<file path="src/rtl/if_stage_bp.sv">
// Fetch stage: holds the fetch PC, drives the instruction RAM and predicts the next PC.
// Optional dynamic prediction (BTB + 2-bit counters) is built when IF_BTB_DYNAMIC_PRED_EN is defined.
`timescale 1ns/1ps
module if_stage_bp #(
    parameter logic [31:0] RESET_PC    = 32'h1c000000,
    parameter int          BTB_ENTRIES = 16
) (
    input  logic        clk,
    input  logic        reset,
    input  logic        redirect_valid,
    input  logic [31:0] redirect_pc,
    input  logic        upd_valid,
    input  logic [31:0] upd_pc,
    input  logic        upd_taken,
    input  logic [31:0] upd_target,
    output logic        inst_ram_en,
    output logic [31:0] inst_ram_addr,
    output logic [3:0]  inst_ram_w_en,
    output logic [31:0] inst_ram_w_data,
    input  logic        ipd_allow_in,
    output logic        if_to_ipd_valid,
    output logic [31:0] if_to_ipd_pc,
    output logic        if_to_ipd_pred_taken,
    output logic [31:0] if_to_ipd_pred_pc
);
    logic [31:0] r_pc;
    logic        r_if_valid;
    logic        r_pend_valid;
    logic [31:0] r_pend_pc;

    logic        w_allow_in;
    logic [31:0] w_seq_pc;
    logic        w_pred_taken;
    logic [31:0] w_pred_pc;
    logic [31:0] w_next_pc;

    assign w_seq_pc = r_pc + 32'd4;

`ifdef IF_BTB_DYNAMIC_PRED_EN
    localparam int IDX_W = $clog2(BTB_ENTRIES);
    localparam int TAG_W = 30 - IDX_W;

    logic [BTB_ENTRIES-1:0] r_btb_valid;
    logic [TAG_W-1:0]       r_btb_tag    [BTB_ENTRIES];
    logic [31:0]            r_btb_target [BTB_ENTRIES];
    logic [1:0]             r_btb_ctr    [BTB_ENTRIES];

    // Resolved-branch updates are registered and written one cycle later.
    logic        r_upd_valid;
    logic [29:0] r_upd_pc;
    logic        r_upd_taken;
    logic [31:0] r_upd_target;

    logic [IDX_W-1:0] w_idx;
    logic [TAG_W-1:0] w_tag;
    logic             w_hit;
    logic [IDX_W-1:0] w_upd_idx;
    logic [TAG_W-1:0] w_upd_tag;
    logic             w_upd_hit;
    logic [1:0]       w_cur_ctr;
    logic [1:0]       w_new_ctr;
    logic             w_unused_lsb;

    assign w_unused_lsb = ^upd_pc[1:0];

    assign w_idx        = r_pc[IDX_W+1:2];
    assign w_tag        = r_pc[31:IDX_W+2];
    assign w_hit        = r_btb_valid[w_idx] && (r_btb_tag[w_idx] == w_tag);
    assign w_pred_taken = ~reset & w_hit & r_btb_ctr[w_idx][1];
    assign w_pred_pc    = w_pred_taken ? r_btb_target[w_idx] : w_seq_pc;

    assign w_upd_idx = r_upd_pc[IDX_W-1:0];
    assign w_upd_tag = r_upd_pc[29:IDX_W];
    assign w_upd_hit = r_btb_valid[w_upd_idx] && (r_btb_tag[w_upd_idx] == w_upd_tag);
    assign w_cur_ctr = r_btb_ctr[w_upd_idx];

    always_comb begin
        w_new_ctr = w_cur_ctr;
        if (r_upd_taken && (w_cur_ctr != 2'b11))
            w_new_ctr = w_cur_ctr + 2'b01;
        else if (!r_upd_taken && (w_cur_ctr != 2'b00))
            w_new_ctr = w_cur_ctr - 2'b01;
    end

    always_ff @(posedge clk) begin
        r_upd_pc     <= upd_pc[31:2];
        r_upd_taken  <= upd_taken;
        r_upd_target <= upd_target;
    end

    always_ff @(posedge clk) begin
        if (reset) begin
            r_btb_valid <= '0;
            r_upd_valid <= 1'b0;
        end else begin
            r_upd_valid <= upd_valid;
            if (r_upd_valid) begin
                if (w_upd_hit) begin
                    r_btb_ctr[w_upd_idx] <= w_new_ctr;
                    if (r_upd_taken)
                        r_btb_target[w_upd_idx] <= r_upd_target;
                end else if (r_upd_taken) begin
                    // Miss on a taken branch evicts whatever occupies the slot.
                    r_btb_valid[w_upd_idx]  <= 1'b1;
                    r_btb_tag[w_upd_idx]    <= w_upd_tag;
                    r_btb_target[w_upd_idx] <= r_upd_target;
                    r_btb_ctr[w_upd_idx]    <= 2'b10;
                end
            end
        end
    end
`else
    logic [BTB_ENTRIES-1:0] w_unused_cfg;
    logic                   w_unused_upd;

    assign w_unused_cfg = '0;
    assign w_unused_upd = ^{upd_valid, upd_pc, upd_taken, upd_target};

    assign w_pred_taken = 1'b0;
    assign w_pred_pc    = w_seq_pc;
`endif

    assign w_allow_in = ~r_if_valid | ipd_allow_in;

    always_comb begin
        w_next_pc = w_pred_pc;
        if (redirect_valid)
            w_next_pc = redirect_pc;
        else if (r_pend_valid)
            w_next_pc = r_pend_pc;
    end

    always_ff @(posedge clk) begin
        if (reset) begin
            r_pc         <= RESET_PC - 32'd4;
            r_if_valid   <= 1'b0;
            r_pend_valid <= 1'b0;
        end else if (w_allow_in) begin
            r_pc         <= w_next_pc;
            r_if_valid   <= 1'b1;
            r_pend_valid <= 1'b0;
        end else if (redirect_valid) begin
            // Stalled redirect: flush IF and park the target until the fetch can go.
            r_pend_valid <= 1'b1;
            r_if_valid   <= 1'b0;
        end
    end

    always_ff @(posedge clk) begin
        if (!reset && !w_allow_in && redirect_valid)
            r_pend_pc <= redirect_pc;
    end

    assign inst_ram_en          = 1'b1;
    assign inst_ram_w_en        = 4'b0000;
    assign inst_ram_w_data      = 32'd0;
    assign inst_ram_addr        = w_allow_in ? w_next_pc : r_pc;

    assign if_to_ipd_valid      = r_if_valid;
    assign if_to_ipd_pc         = r_pc;
    assign if_to_ipd_pred_taken = w_pred_taken;
    assign if_to_ipd_pred_pc    = w_pred_pc;
endmodule
</file>
<file path="config.mk">
export PLATFORM = sky130hd
export DESIGN_NAME = if_stage_bp
export DESIGN_NICKNAME = d
export VERILOG_FILES = /design/src/rtl/if_stage_bp.sv
export SDC_FILE = /design/constraint.sdc
export NUM_CORES = 1
export LEC_CHECK = 0
export BUFFER_PORTS_ARGS = -buffer_cell sky130_fd_sc_hd__clkbuf_2
export CORE_ASPECT_RATIO = 1.75
export CORE_MARGIN = 2
export CORE_UTILIZATION = 45
export CTS_CLUSTER_SIZE = 40
export DETAILED_ROUTE_END_ITERATION = 8
export GPL_ROUTABILITY_DRIVEN = 0
export PLACE_DENSITY = 0.84
export SYNTH_ARGS = -nofsm -noshare
export SYNTH_HDL_FRONTEND = slang
export SYNTH_SLANG_ARGS = --single-unit
</file>
<file path="constraint.sdc">
create_clock -name clk -period 4.2 [get_ports clk]
set_clock_uncertainty 0.1 [all_clocks]
set_input_delay 0.63 -clock clk [delete_from_list [all_inputs] [get_ports clk]]
set_output_delay 0.63 -clock clk [all_outputs]
set_load 0.05 [all_outputs]
</file>
==> run_results.csv, run 1 <==
group,metric,value,unit
final_layout,fillers,851,
routing,wl_per_cell,18.4,µm
place,placed_cell_area,0.00490,mm²
cts,cts_sinks,66,
min_path,hold_path_class,"primary input to register",
routing,detail_route.iter0.violations,489,
cts,path_clk_slew,50,ps
grt,grt_overflow,0,
sta,slew_headroom,55.4,%
cts,cts_tree,"yes",
critical_path,crit_type,"register to output port",
die,io_pins,237,
die,core_area,0.00935,mm²
cts,htreeDepth,3,
routing,dr_total_vias,4378,
grt,grt_max_degree,31,
outcome,outcome,"completed",
final_layout,diodes,0,
final_layout,fin_util,55.2,%
sta,fin_crit,3670,ps
die,initial_core_util,45.6,%
yosys,yosys-top-cells-count,"40 x buf_4, 40 x nand2_1, 34 x dfxtp_1",
final_layout,layout-drive-gt1-share,28.5,%
power_and_ir_drop,p_leak,2.26,nW
final_layout,fin_nets,698,
critical_path,crit_chain,"nand4_1 > or4_4 > or4_4 > a211oi_2 > clkbuf_2",
die,num_rows,47,
power_and_ir_drop,swShare,44.7,%
grt,antenna_found_initial,0,
final_layout,area_growth,21.1,%
grt,grtUsageMet2,42.4,%
critical_path,path_max_fanout,10,
critical_path,required,3470,ps
yosys,synth_area,0.00426,mm²
sta,tightest_slew,668,ps
critical_path,cp_slowest_stage_delay,570,ps
critical_path,cp.arrival,2940,ps
critical_path,cp_common_cell,"or4_4",
power_and_ir_drop,ir_worst_vdd,0.244,mV
cts,clkLatencyLatePin,340,ps
grt,use_met3,5.32,%
power_and_ir_drop,p_comb_share,40.4,%
critical_path,crit_buf_inv,1,
yosys,netlist_instances,486,
power_and_ir_drop,p_int,1.33,mW
routing,antenna_left,0,
sta,setup_violations,0,
cts,cts_hold_buf,0,
place,numPortBuffers,132,
critical_path,critPathSlowestCell,"or4_4",
grt,busiest_layer,"met2",
grt,grt_pass1_vias,4150,
power_and_ir_drop,p_seq_share,32.1,%
power_and_ir_drop,powerDensity,468,mW/mm²
critical_path,reg2reg_slack,1630,ps
cts,cts_buffers,9,
run,drv_cap,0,
die,dieWidth,77.6,µm
yosys,yosysUniqueCellTypes,60,
yosys,synth_edf_count,32,
yosys,synth_top_area_share,22.6,%
critical_path,critPathTopFamily,"simple AND/OR/NAND/NOR gates",
routing,vias_per_cell,6.06,
yosys,synth_seq_area_share,38.5,%
routing,drtPass1Iterations,7,
power_and_ir_drop,p_sw,1.08,mW
yosys,async_flop_share,0,%
critical_path,critPathLaunchType,"register",
die,die-area,0.0103,mm²
routing,drc,0,
sta,final_max_slew_viol_count,0,
cts,clockRootBuffer,"clkbuf_16",
power_and_ir_drop,clockPowerShare,27.5,%
yosys,ys_ff_latch,66,
place,detailed_place_hpwl,9.83,mm
cts,cts_resized,0,
cts,clockBufferDepth,2,
yosys,synth_ff_type,"dfxtp_1",
critical_path,end_kind,"output port",
sta,rsz0062_at_grt,"no",
cts,cts_setup_buffers,0,
sta,hold_slack,387,ps
routing,routed_wl,13.3,mm
yosys,ys_warn_count,0,
sta,min_period_over_period,87.4,%
final_layout,stdcell_area,0.00516,mm²
yosys,synthTopCellsByArea,"edfxtp_1 23%, dfxtp_1 16%, buf_4 7.0%, xnor2_1 3.9%, nand2_1 3.5%",
yosys,yosysTopAreaCell,"edfxtp_1",
grt,grt_pass1_wl,20.8,mm
grt,grt_usage,25.6,%
die,die_h,133,µm
yosys,syn_area_per_cell,8.77,µm²
sta,timing.fmax,0.272,GHz
grt,met1_usage,27.7,%
sta,hold_violations,0,
==> registers in the layout, indices dropped and copies added, names as in the netlist <==
| signal | count |
|---|---|
| r_pend_pc | 32 |
| r_pend_valid | 1 |
| if_to_ipd_pc | 32 |
| if_to_ipd_valid | 1 |
==> layout make-up <==
| type | count | area [µm²] | area share, % |
|---|---|---|---|
| Multi-Input combinational cell | 365 | 2260 | 43.8 |
| Timing Repair Buffer | 145 | 818 | 15.9 |
| Sequential cell | 66 | 1640 | 31.8 |
| Inverter | 8 | 30.0 | 0.582 |
| Tap cell | 122 | 153 | 2.96 |
| Clock inverter | 4 | 20.0 | 0.388 |
| Clock buffer | 12 | 236 | 4.58 |
==> cell families (layout without fill, tap and decap cells) <==
| kind of cell | Yosys count | count (layout) | share of synthesized area (%) |
|---|---|---|---|
| AO/OA/AOI/OAI | 108 | 108 | 18.4 |
| AND/OR/NAND/NOR | 186 | 186 | 24.1 |
| flip-flops | 66 | 66 | 38.5 |
| adder cells (fa/ha/maj) | 1 | 1 | 0.294 |
| XOR/XNOR | 26 | 26 | 5.35 |
| buffers and inverters | 91 | 169 | 11.8 |
| other | 2 | 38 | 0.176 |
| multiplexers | 6 | 6 | 1.41 |
==> stage by stage <==
step / total power [mW] / cells / TNS (ps) / worst slack [ps]
floorplan: 1.55 / 522 / -323 / -323
global placement: 1.73 / 706 / 0 / 967
detailed placement: 1.75 / 706 / 0 / 952
CTS: 2.41 / 722 / 0 / 597
global route: 2.49 / 722 / 0 / 497
finish: 2.41 / 722 / 0 / 529
==> cells in the final DEF, fill, tap and decap left out, types with 8 or more instances in the layout <==
| master | count |
|---|---|
| or4_1 | 8 |
| clkbuf_16 | 9 |
| a21oi_1 | 17 |
| nand4_1 | 21 |
| edfxtp_1 | 32 |
| conb_1 | 38 |
| inv_1 | 8 |
| nand3_1 | 26 |
| buf_4 | 13 |
| xnor2_1 | 19 |
| a22o_1 | 10 |
| clkbuf_2 | 128 |
| nand2_1 | 40 |
| nor2_1 | 27 |
| a22oi_1 | 14 |
| dfxtp_1 | 34 |
| nand2b_1 | 15 |
| o21ai_0 | 19 |
==> power groups by stage <==
stage / Clock (mW) / Combinational (mW) / Sequential (mW)
2_1_floorplan: 0 / 0.700 / 0.851
3_3_place_gp: 0 / 0.952 / 0.783
3_5_place_dp: 0 / 0.966 / 0.785
4_1_cts: 0.669 / 0.968 / 0.772
5_1_grt: 0.696 / 1.01 / 0.782
6_report: 0.663 / 0.975 / 0.776
==> per-layer routing <==
layer / wire (µm) / up-vias
met1: 4600 / 2065
met3: 1020 / 74
met2: 6690 / 303
met4: 946 / 0
li1: - / 1936
met5: 0 / -
==> path summary, 6_finish.rpt <==
check        cells past startpoint                           to                  startpoint
max                              5            inst_ram_addr[22]  if_to_ipd_pc[5]$_SDFF_PP1_
min                              1      r_pend_pc[14]$_DFFE_PP_             redirect_pc[14]
max reg2reg                      5  if_to_ipd_pc[22]$_SDFF_PP1_  if_to_ipd_pc[5]$_SDFF_PP1_
min reg2reg                      2   if_to_ipd_pc[3]$_SDFF_PP1_  if_to_ipd_pc[3]$_SDFF_PP1_
No activity file was read; power rests on OpenSTA's default activity.
==> run 2, diff against run 1 <==
- CELL_PAD_IN_SITES_DETAIL_PLACEMENT: unset -> 1
- CELL_PAD_IN_SITES_GLOBAL_PLACEMENT: unset -> 2
- CORE_UTILIZATION: 45 -> 24
- PLACE_DENSITY: 0.84 -> 0.83
==> run_results.csv, run 2 (synthesized netlist as in run 1, its figures left out) <==
group,metric,value,unit
critical_path,end_kind,"output port",
sta,hold_slack,385,ps
die,num_rows,64,
critical_path,path_max_fanout,10,
final_layout,instances_no_fill,833,
cts,clockBufferDepth,2,
critical_path,crit_type,"register to output port",
cts,cts_sinks,66,
grt,grt_pass1_vias,4527,
power_and_ir_drop,finalPower,2.46,mW
final_layout,final_cell_mix,"129 x clkbuf_2, 40 x nand2_1, 38 x conb_1",
cts,path_clk_slew,60,ps
sta,hold_violations,0,
sta,final_max_slew_viol_count,0,
cts,clockRootBuffer,"clkbuf_16",
routing,drc,0,
min_path,hold_path_class,"primary input to register",
critical_path,crit_buf_inv,1,
critical_path,critPathSlowestCell,"or4_4",
cts,cts_buffers,9,
grt,grt_max_degree,34,
sta,min_period_over_period,86.3,%
grt,grt_overflow,0,
critical_path,critPathLaunchType,"register",
power_and_ir_drop,powerDensity,464,mW/mm²
place,placed_cell_area,0.00505,mm²
routing,drtPass1Iterations,4,
final_layout,diodes,0,
cts,cts_tree,"yes",
critical_path,crit_chain,"nand3_1 > or4_4 > or4_4 > a211oi_2 > clkbuf_2",
final_layout,fin_util,30.4,%
grt,antenna_found_initial,0,
final_layout,layout_commonest_cell,"clkbuf_2",
run,drv_cap,0,
final_layout,stdcell_area,0.00531,mm²
routing,dr_total_vias,4276,
die,core_area,0.0175,mm²
die,io_pins,237,
final_layout,fin_nets,701,
grt,grt_pass1_wl,26.4,mm
power_and_ir_drop,ir_worst_vdd,0.157,mV
cts,htreeDepth,3,
sta,tightest_slew,666,ps
cts,cts_setup_buffers,0,
sta,setup_violations,0,
routing,wl_per_cell,20.7,µm
die,dieWidth,105,µm
sta,rsz0062_at_grt,"no",
place,numPortBuffers,132,
sta,timing.fmax,0.276,GHz
die,initial_core_util,24.4,%
final_layout,layout-drive-gt1-share,28.9,%
outcome,outcome,"completed",
die,die-area,0.0189,mm²
final_layout,fillers,2159,
place,dp_cells,818,
die,die_h,180,µm
sta,fin_crit,3630,ps
critical_path,cp_common_cell,"or4_4",
sta,slew_headroom,55.5,%
cts,cts_resized,0,
place,detailed_place_hpwl,12.9,mm
cts,cts_hold_buf,0,
power_and_ir_drop,p_leak,2.27,nW
critical_path,cp.arrival,2900,ps
critical_path,critPathTopFamily,"simple AND/OR/NAND/NOR gates",
critical_path,cp_slowest_stage_delay,600,ps
routing,routed_wl,17.2,mm
routing,vias_per_cell,5.13,
routing,antenna_left,0,
grt,grt_usage,18.0,%
cts,clkLatencyLatePin,340,ps
critical_path,required,3470,ps
routing,detail_route.iter0.violations,183,
final_layout,area_growth,24.6,%
==> run 2: cell types whose count changed in the layout (fill, tap and decap cells not counted) <==
cell	previous run	this run
clkbuf_2	128	129
clkinv_2	4	3
clkbuf_8	0	1
buf_12	4	3
buf_4	13	16
clkbuf_1	3	1
clkinv_1	0	1
==> run 2: routing by layer <==
layer	share of wire [%]	vias up	global-route usage, %
li1	-	1941	-
met1	37	2158	19.0
met2	56	149	34.8
met3	3.7	28	2.53
met4	2.9	0	7.79
met5	0	-	0
==> run 2: layout make-up <==
class                      count  area, µm²  area share (%)
multi-input combinational    365       2260            42.6
clock buffer                  11        243            4.57
timing repair buffer         148        826            15.6
tap                          231        289            5.44
inverter                       8       30.0           0.566
clock inverter                 4       18.8           0.353
sequential                    66       1640            30.9
==> run 2: path summary, 6_finish.rpt <==
check | start | endpoint | cells after the start | slack [ps]
worst max-delay path | if_to_ipd_pc[15]$_SDFF_PP1_ | inst_ram_addr[22] | 5 | 570
worst min-delay path | redirect_pc[8] | r_pend_pc[8]$_DFFE_PP_ | 1 | 380
worst max register to register | if_to_ipd_pc[6]$_SDFF_PP1_ | if_to_ipd_pc[18]$_SDFF_PP1_ | 5 | 1600
worst min register to register | if_to_ipd_pc[3]$_SDFF_PP1_ | if_to_ipd_pc[3]$_SDFF_PP1_ | 2 | 490
==> run 2: through the flow <==
step	setup WS, ps	TNS, ps
after global routing	461	0
after detailed placement	715	0
after floorplan	-323	-323
after CTS	551	0
after global placement	717	0
final	574	0
==> run 2: report_power, final <==
part | internal, mW | switching (mW)
logic | 0.228 | 0.766
registers | 0.710 | 0.0686
clock network | 0.407 | 0.284
